File: config.mk
export PLATFORM = sky130hd
export DESIGN_NAME = flash_clkrst_retimer
export DESIGN_NICKNAME = d
export VERILOG_FILES = /design/src/rtl/flash_clkrst_retimer.sv
export SDC_FILE = /design/constraint.sdc
export NUM_CORES = 1
export LEC_CHECK = 0
export CAP_MARGIN = 30
export CORE_MARGIN = 2
export CORE_UTILIZATION = 51
export DETAILED_ROUTE_END_ITERATION = 8
export GPL_ROUTABILITY_DRIVEN = 0
export PLACE_DENSITY = 0.82
export SKIP_LAST_GASP = 1
export SLEW_MARGIN = 20
export SYNTH_ARGS = -nofsm -noshare
export SYNTH_HDL_FRONTEND = slang
export SYNTH_SLANG_ARGS = --single-unit
File: constraint.sdc
create_clock -name wb_clk_i -period 3.1 [get_ports wb_clk_i]
set_input_delay 0.31 -clock wb_clk_i [delete_from_list [all_inputs] [get_ports wb_clk_i]]
set_output_delay 0.31 -clock wb_clk_i [all_outputs]
set_load 0.02 [all_outputs]
File: src/rtl/flash_clkrst_retimer.sv
`default_nettype none
// ============================================================================
//  Module      : flash_clkrst_retimer
//  Description : Retiming buffer for flash clock/reset signals. It carries N_S
//                southbound and N_N northbound channels through STAGES
//                register stages. Southbound channel RST_IDX is the
//                flash-domain reset. A hold-off FSM stretches its release.
//                Optional macro FLASH_CLKRST_GLITCH_FILTER_EN adds a
//                2-sample agreement filter on every in_s bit.
//  Revision    : 1.0 - initial release
// ============================================================================
module flash_clkrst_retimer #(
    parameter int N_S      = 6,
    parameter int N_N      = 3,
    parameter int STAGES   = 2,
    parameter int RST_IDX  = 0,
    parameter int RST_HOLD = 16
) (
    input  logic           wb_clk_i,
    input  logic           wb_rst_i,
    input  logic [N_S-1:0] in_n,
    input  logic [N_N-1:0] in_s,
    output logic [N_S-1:0] out_s,
    output logic [N_N-1:0] out_n,
    input  logic           bypass_i,
    output logic           pipe_valid_o,
    output logic           rst_busy_o
);

    localparam logic [7:0] C_HOLD_LOAD   = 8'(RST_HOLD - 1);
    localparam logic [2:0] C_FILL_TARGET = (STAGES == 0) ? 3'd1 : 3'(STAGES);

    typedef enum logic [1:0] {
        ST_ASSERT   = 2'd0,
        ST_HOLD     = 2'd1,
        ST_RELEASED = 2'd2
    } state_t;

    logic [N_N-1:0] w_s_in;
    logic [N_S-1:0] w_pipe_s;
    logic [N_N-1:0] w_pipe_n;
    logic           w_src;
    logic           w_rst_out;
    state_t         r_state;
    state_t         w_state_nxt;
    logic [7:0]     r_cnt;
    logic [7:0]     w_cnt_nxt;
    logic [2:0]     r_fill;
    logic           r_valid;

`ifdef FLASH_CLKRST_GLITCH_FILTER_EN
    logic [N_N-1:0] r_flt_prev;
    logic [N_N-1:0] r_flt_val;
    logic [N_N-1:0] w_flt_agree;

    assign w_flt_agree = ~(in_s ^ r_flt_prev);

    // Agreement filter: a bit follows the input only when two consecutive samples match
    always_ff @(posedge wb_clk_i) begin
        if (wb_rst_i) begin
            r_flt_prev <= '0;
            r_flt_val  <= '0;
        end else begin
            r_flt_prev <= in_s;
            r_flt_val  <= (in_s & w_flt_agree) | (r_flt_val & ~w_flt_agree);
        end
    end

    assign w_s_in = r_flt_val;
`else
    assign w_s_in = in_s;
`endif

    generate
        if (STAGES == 0) begin : g_wire
            assign w_pipe_s = in_n;
            assign w_pipe_n = w_s_in;
        end else begin : g_pipe
            logic [N_S-1:0] r_stg_s [STAGES];
            logic [N_N-1:0] r_stg_n [STAGES];

            // Retiming shift registers; they keep shifting even while bypassed
            always_ff @(posedge wb_clk_i) begin
                if (wb_rst_i) begin
                    for (int i = 0; i < STAGES; i++) begin
                        r_stg_s[i] <= '0;
                        r_stg_n[i] <= '0;
                    end
                end else begin
                    r_stg_s[0] <= in_n;
                    r_stg_n[0] <= w_s_in;
                    for (int i = 1; i < STAGES; i++) begin
                        r_stg_s[i] <= r_stg_s[i-1];
                        r_stg_n[i] <= r_stg_n[i-1];
                    end
                end
            end

            assign w_pipe_s = r_stg_s[STAGES-1];
            assign w_pipe_n = r_stg_n[STAGES-1];
        end
    endgenerate

    // Fill counter: flags valid once post-reset data reaches the pipeline output
    always_ff @(posedge wb_clk_i) begin
        if (wb_rst_i) begin
            r_fill  <= 3'd0;
            r_valid <= 1'b0;
        end else if (!r_valid) begin
            r_fill <= r_fill + 3'd1;
            if (r_fill + 3'd1 == C_FILL_TARGET) begin
                r_valid <= 1'b1;
            end
        end
    end

    assign pipe_valid_o = r_valid;

    // Reset source follows the same path as the data (pipelined or bypassed)
    assign w_src = (bypass_i ? in_n[RST_IDX] : w_pipe_s[RST_IDX]) | wb_rst_i;

    // Stretcher state register
    always_ff @(posedge wb_clk_i) begin
        if (wb_rst_i) begin
            r_state <= ST_ASSERT;
            r_cnt   <= 8'd0;
        end else begin
            r_state <= w_state_nxt;
            r_cnt   <= w_cnt_nxt;
        end
    end

    // Stretcher next state: any src assertion restarts the full hold
    always_comb begin
        w_state_nxt = r_state;
        w_cnt_nxt   = r_cnt;
        case (r_state)
            ST_ASSERT: begin
                if (!w_src) begin
                    w_state_nxt = ST_HOLD;
                    w_cnt_nxt   = C_HOLD_LOAD;
                end
            end
            ST_HOLD: begin
                if (w_src) begin
                    w_state_nxt = ST_ASSERT;
                end else if (r_cnt == 8'd0) begin
                    w_state_nxt = ST_RELEASED;
                end else begin
                    w_cnt_nxt = r_cnt - 8'd1;
                end
            end
            ST_RELEASED: begin
                if (w_src) begin
                    w_state_nxt = ST_ASSERT;
                end
            end
            default: begin
                w_state_nxt = ST_ASSERT;
            end
        endcase
    end

    assign w_rst_out  = (r_state != ST_RELEASED);
    assign rst_busy_o = w_rst_out;

    // Output select; the reset bit always comes from the stretcher
    always_comb begin
        out_s          = bypass_i ? in_n : w_pipe_s;
        out_s[RST_IDX] = w_rst_out;
        out_n          = bypass_i ? w_s_in : w_pipe_n;
    end

endmodule
`default_nettype wire
* Word level (Yosys, flattened, before mapping)
Memories as Yosys holds them, arrays and structs flattened.
Index checks and enable logic that the tools add are counted.
** Cells by class
- $add $sub $neg :: 2
- Bitwise gates (word level) :: 5
- Reduce and logical (&&, ||, !) cells :: 5
- Eq/ne operators :: 9
- Mux-type cells :: 21
** Operators by type and width (count)
- $mux W8 :: 3
- $mux W6 :: 3
- $pmux W8 S2 :: 1
- $ne A2 B2 Y1 const B :: 5
- $mux W3 :: 3
- $logic_not A8 Y1 :: 1
- $mux W2 :: 4
- $sub A8 B1 Y8 const B :: 1
- $mux W1 :: 6
- $pmux W2 S3 :: 1
- $or A1 B1 Y1 :: 5
- $reduce_and A4 Y1 :: 1
- $add A3 B1 Y3 const B :: 1
- $eq A3 B2 Y1 const B :: 1
- $ne A3 B3 Y1 const B :: 1
- $reduce_and A3 Y1 :: 1
- $eq A2 B1 Y1 const B :: 1
- $eq A2 B2 Y1 const B :: 1
- $logic_not A2 Y1 :: 1
- $reduce_bool A2 Y1 :: 1
** Storage, ports and cells
- Output and inout bits :: 11
- Memories kept :: 2
- Memory bits (writable) :: 18
- Logic and storage cells :: 48
- Register bits :: 14
- Input bits :: 12
** Memories
- g_pipe.r_stg_s :: depth 2, width 6, rd ports 2, clocked after Yosys merged registers in 0, wr ports 2, line 79 : logic [N_S-1:0] r_stg_s [STAGES];
- g_pipe.r_stg_n :: depth 2, width 3, rd ports 2, clocked after Yosys merged registers in 0, wr ports 2, line 80 : logic [N_N-1:0] r_stg_n [STAGES];

* Longest topological paths before layout
- Word-level depth :: 4
- Mapped depth :: 7
- Depth with buffers taken out :: 6

* Worst setup path after synthesis
No wires, ideal clock.
- Kind :: reg-to-reg
- Start point :: register r_cnt[0]
- End point :: register r_cnt[7]
- Clock period less this slack :: 1736 ps
- Required time :: 2977 ps
- Setup time :: 123 ps
- Slack :: 1364 ps
- Cell stages (with the launch flop) :: 7
- Path buffers :: 0
- Data arrival time :: 1613 ps
- Cells stage by stage :: dfxtp_1 inv_1 ha_1 or4bb_1 o211ai_2 nor4_1 mux2_1
** On the way
- Word-level cells in the longest chain between the ends :: 4
- Elaborated cells on any way between the ends :: 7
- Classes of those cells :: add/sub: 1; eq/ne: 1; mux: 3; reduce/logical: 2
** Ends and longest elaborated chain
- start: declaration :: line 46 : logic [7:0] r_cnt;
- start signal: assignment :: line 129 : r_cnt <= w_cnt_nxt;
- $sub A8 B1 Y8 :: line 150 : w_cnt_nxt = r_cnt - 8'd1;
- $mux W8 :: line 147 : end else if (r_cnt == 8'd0) begin
- $mux W8 :: line 145 : if (w_src) begin
- $pmux W8 S2 :: line 137 : case (r_state)
Several ways; a longest one is shown, not always the timed one. The select of a mux whose other input is x is not followed.
A chain may end at the register's enable or synchronous reset.

* Worst setup path after layout
- Start point :: input bypass_i
- End point :: output out_s[2]
** On the way
- Word-level cells in the longest chain between the ends :: 1
** Ends and longest elaborated chain
- start: declaration :: line 25 : input logic bypass_i,
- $mux W6 :: line 169 : out_s = bypass_i ? in_n : w_pipe_s;
- end: declaration :: line 23 : output logic [N_S-1:0] out_s,
Every way passes these cells.

==> results.json <==
{
  "drc": 0,
  "crit_top_cell": "clkdlybuf4s50_1",
  "syn_avg_cell_area_um2": 10.4,
  "timing.fmax_mhz": 429,
  "portBuffers": 22,
  "synth_warnings": 0,
  "internal_power_mw": 0.678,
  "final_cells": 179,
  "cts_tree": "done",
  "wl_per_cell_um": 12.5,
  "track_usage_pct": 16.8,
  "synthToLayoutAreaGrowth_pct": 22.5,
  "grtUsageMet1_pct": 19.2,
  "ys_ff_latch": 32,
  "die_w_um": 54.3,
  "fin_hold_ws_ps": 453,
  "synth_edf_count": 0,
  "max_slew.worst_pin.slew_ps": 483,
  "start_kind": "input pin",
  "worstHoldPathCells": 1,
  "switching_power_mw": 0.280,
  "final_max_slew_viol_count": 0,
  "grt_pass1_wl_mm": 3.42,
  "io_pins": 23,
  "leakagePower_nw": 0.621,
  "pwr-share-comb_pct": 23.0,
  "grt_use_met2_pct": 27.5,
  "setup_viol": 0,
  "cp_data_required_time_ps": 2790,
  "cts_buffers": 5,
  "first_global_vias": 803,
  "rsz0062_at_grt": "false",
  "synth_nets": 140,
  "slowest_stage": "clkdlybuf4s50_1",
  "post_cts_buffers": 0,
  "fin_ws_ps": 771,
  "swShare_pct": 29.2,
  "crit_type": "input pin to primary output",
  "yosysSeqAreaShare_pct": 49.7,
  "dieArea_um2": 2950,
  "crit_arrival_ps": 2020,
  "clock_latency_ps": 320,
  "power.share.clock_pct": 25.9,
  "met3_usage_pct": 7.38,
  "wl_mm": 2.23,
  "yosysUniqueCellTypes": 30,
  "fin_skew_ps": 10.7,
  "critPathMaxFanout": 9,
  "p_seq_share_pct": 51.2,
  "final_cell_mix": "32 x dfxtp_1, 22 x clkdlybuf4s50_1, 19 x nor2b_1",
  "initial_utilization_pct": 53.0,
  "placed_area_um2": 1520,
  "path_cells": "clkdlybuf4s50_1 -> mux2_2 -> clkdlybuf4s50_1",
  "drive_gt1_share_pct": 15.4,
  "fp-row-count": 18,
  "final.setup.tns_ps": 0,
  "hold_path_class": "flop to flop",
  "cts_hold_buf": 0,
  "clk_pin_slew_ps": 100,
  "ff2ff_path_depth": 6,
  "p_per_area_nw_per_um2": 606,
  "hpwl_mm": 1.63,
  "grt_max_degree": 29,
  "drtPass1Iterations": 4,
  "final_nets": 164,
  "vias_per_cell": 5.12,
  "drt_iter0_markers": 16,
  "grt.busiest_layer": "met2",
  "numClockSinks": 32,
  "finalHoldViolCount": 0,
  "grt_remaining_overflow": 0,
  "finalCritPeriodShare_pct": 75.1,
  "diodes": 0,
  "drv_cap": 0,
  "die-height_um": 54.3,
  "slew_headroom_pct": 67.7,
  "post-place-ws_ps": 558,
  "finalInstanceArea_um2": 1580,
  "htree_levels": 2,
  "synthFlopType": "dfxtp_1",
  "post_cts_resized": 0,
  "ir_drop_mv": 0.491,
  "final_common_cell": "dfxtp_1",
  "place_inst": 171,
  "syn_inst": 124,
  "end_kind": "primary output",
  "syn_area_um2": 1290,
  "vias": 917,
  "cts-root-buf": "clkbuf_4",
  "slowest_delay_ps": 770,
  "antenna_found_initial": 0,
  "fin_crit_ps": 2330,
  "postRouteAntennaNets": 0,
  "coreArea_um2": 2430,
  "n_fill_cell": 205,
  "async_flop_share_pct": 0,
  "outcome": "complete, no violations",
  "ctsLongestPathBuffers": 2
}
## Yosys cell counts (2+ instances only)
library cell / count / area share [%]
inv_1: 5 / 1.5
mux2_2: 8 / 7.0
dfxtp_1: 32 / 50
o21ai_0: 4 / 1.6
buf_4: 2 / 1.2
ha_1: 4 / 3.9
nor2_1: 12 / 3.5
clkbuf_1: 3 / 0.87
nand2_1: 3 / 0.87
or3_1: 4 / 1.9
a211oi_2: 2 / 1.9
or3_2: 2 / 1.2
nor2b_1: 19 / 9.2
xor2_1: 2 / 1.4
xnor2_1: 2 / 1.4
a21oi_1: 6 / 2.3
## flip-flops by register name, indices dropped and copies added, names as in the netlist
register and cells:
g_pipe.r_stg_n 6, g_pipe.r_stg_s 12, r_cnt 8, r_fill 3
pipe_valid_o 1, r_state 2
## worst paths after layout
check	startpoint	end	slack, ps
worst min register to register	g_pipe.r_stg_s[0][5]$_SDFF_PP0_	g_pipe.r_stg_s[0][11]$_SDFF_PP0_	450
worst max-delay path	bypass_i	out_s[2]	770
worst max register to register	r_cnt[0]$_SDFFE_PP0P_	r_cnt[7]$_SDFFE_PP0P_	940
worst min-delay path	g_pipe.r_stg_s[0][5]$_SDFF_PP0_	g_pipe.r_stg_s[0][11]$_SDFF_PP0_	450
## worst max-delay path: cells and delay by family
kind	cells	cell delay, ps
buffers and inverters	2	1310
multiplexers	1	390
## power groups by stage
| stage | logic [mW] | registers (mW) | clock network [mW] |
|---|---|---|---|
| after global routing | 0.245 | 0.496 | 0.269 |
| after floorplan | 0.149 | 0.498 | 0 |
| after detailed placement | 0.221 | 0.500 | 0 |
| final | 0.220 | 0.490 | 0.248 |
| after global placement | 0.208 | 0.496 | 0 |
| after CTS | 0.223 | 0.491 | 0.254 |
## logic make-up (layout without fill, tap and decap cells)
logic type	count (synthesis)	after routing	synth area share (%)
flip-flops	32	32	49.7
buffers and inverters	11	36	4.36
AND/OR/NAND/NOR	46	46	20.7
AO/OA/AOI/OAI	17	17	9.12
adder cells (fa/ha/maj)	4	4	3.88
XOR/XNOR	4	4	2.72
multiplexers	10	10	9.60
## routing by layer
metal	wire length [um]	vias to the layer above
met4	29	0
met1	952	430
met2	1140	20
li1	-	462
met3	110	5
met5	0	-
## per-stage QoR
stage	utilization [%]	total power, mW
after global placement	62.4	0.704
after floorplan	-	0.647
after global routing	65.0	1.01
after detailed placement	62.4	0.722
after CTS	65.0	0.967
final	65.0	0.958
## cell type report
class | count | area (um2) | area share [%]
tap | 30 | 37.5 | 2.38
clock inverter | 1 | 7.51 | 0.475
inverter | 5 | 18.8 | 1.19
timing repair buffer | 23 | 228 | 14.4
multi-input combinational | 81 | 593 | 37.5
sequential | 32 | 641 | 40.5
clock buffer | 7 | 55.1 | 3.48
Power figures use the tool's default switching activity.
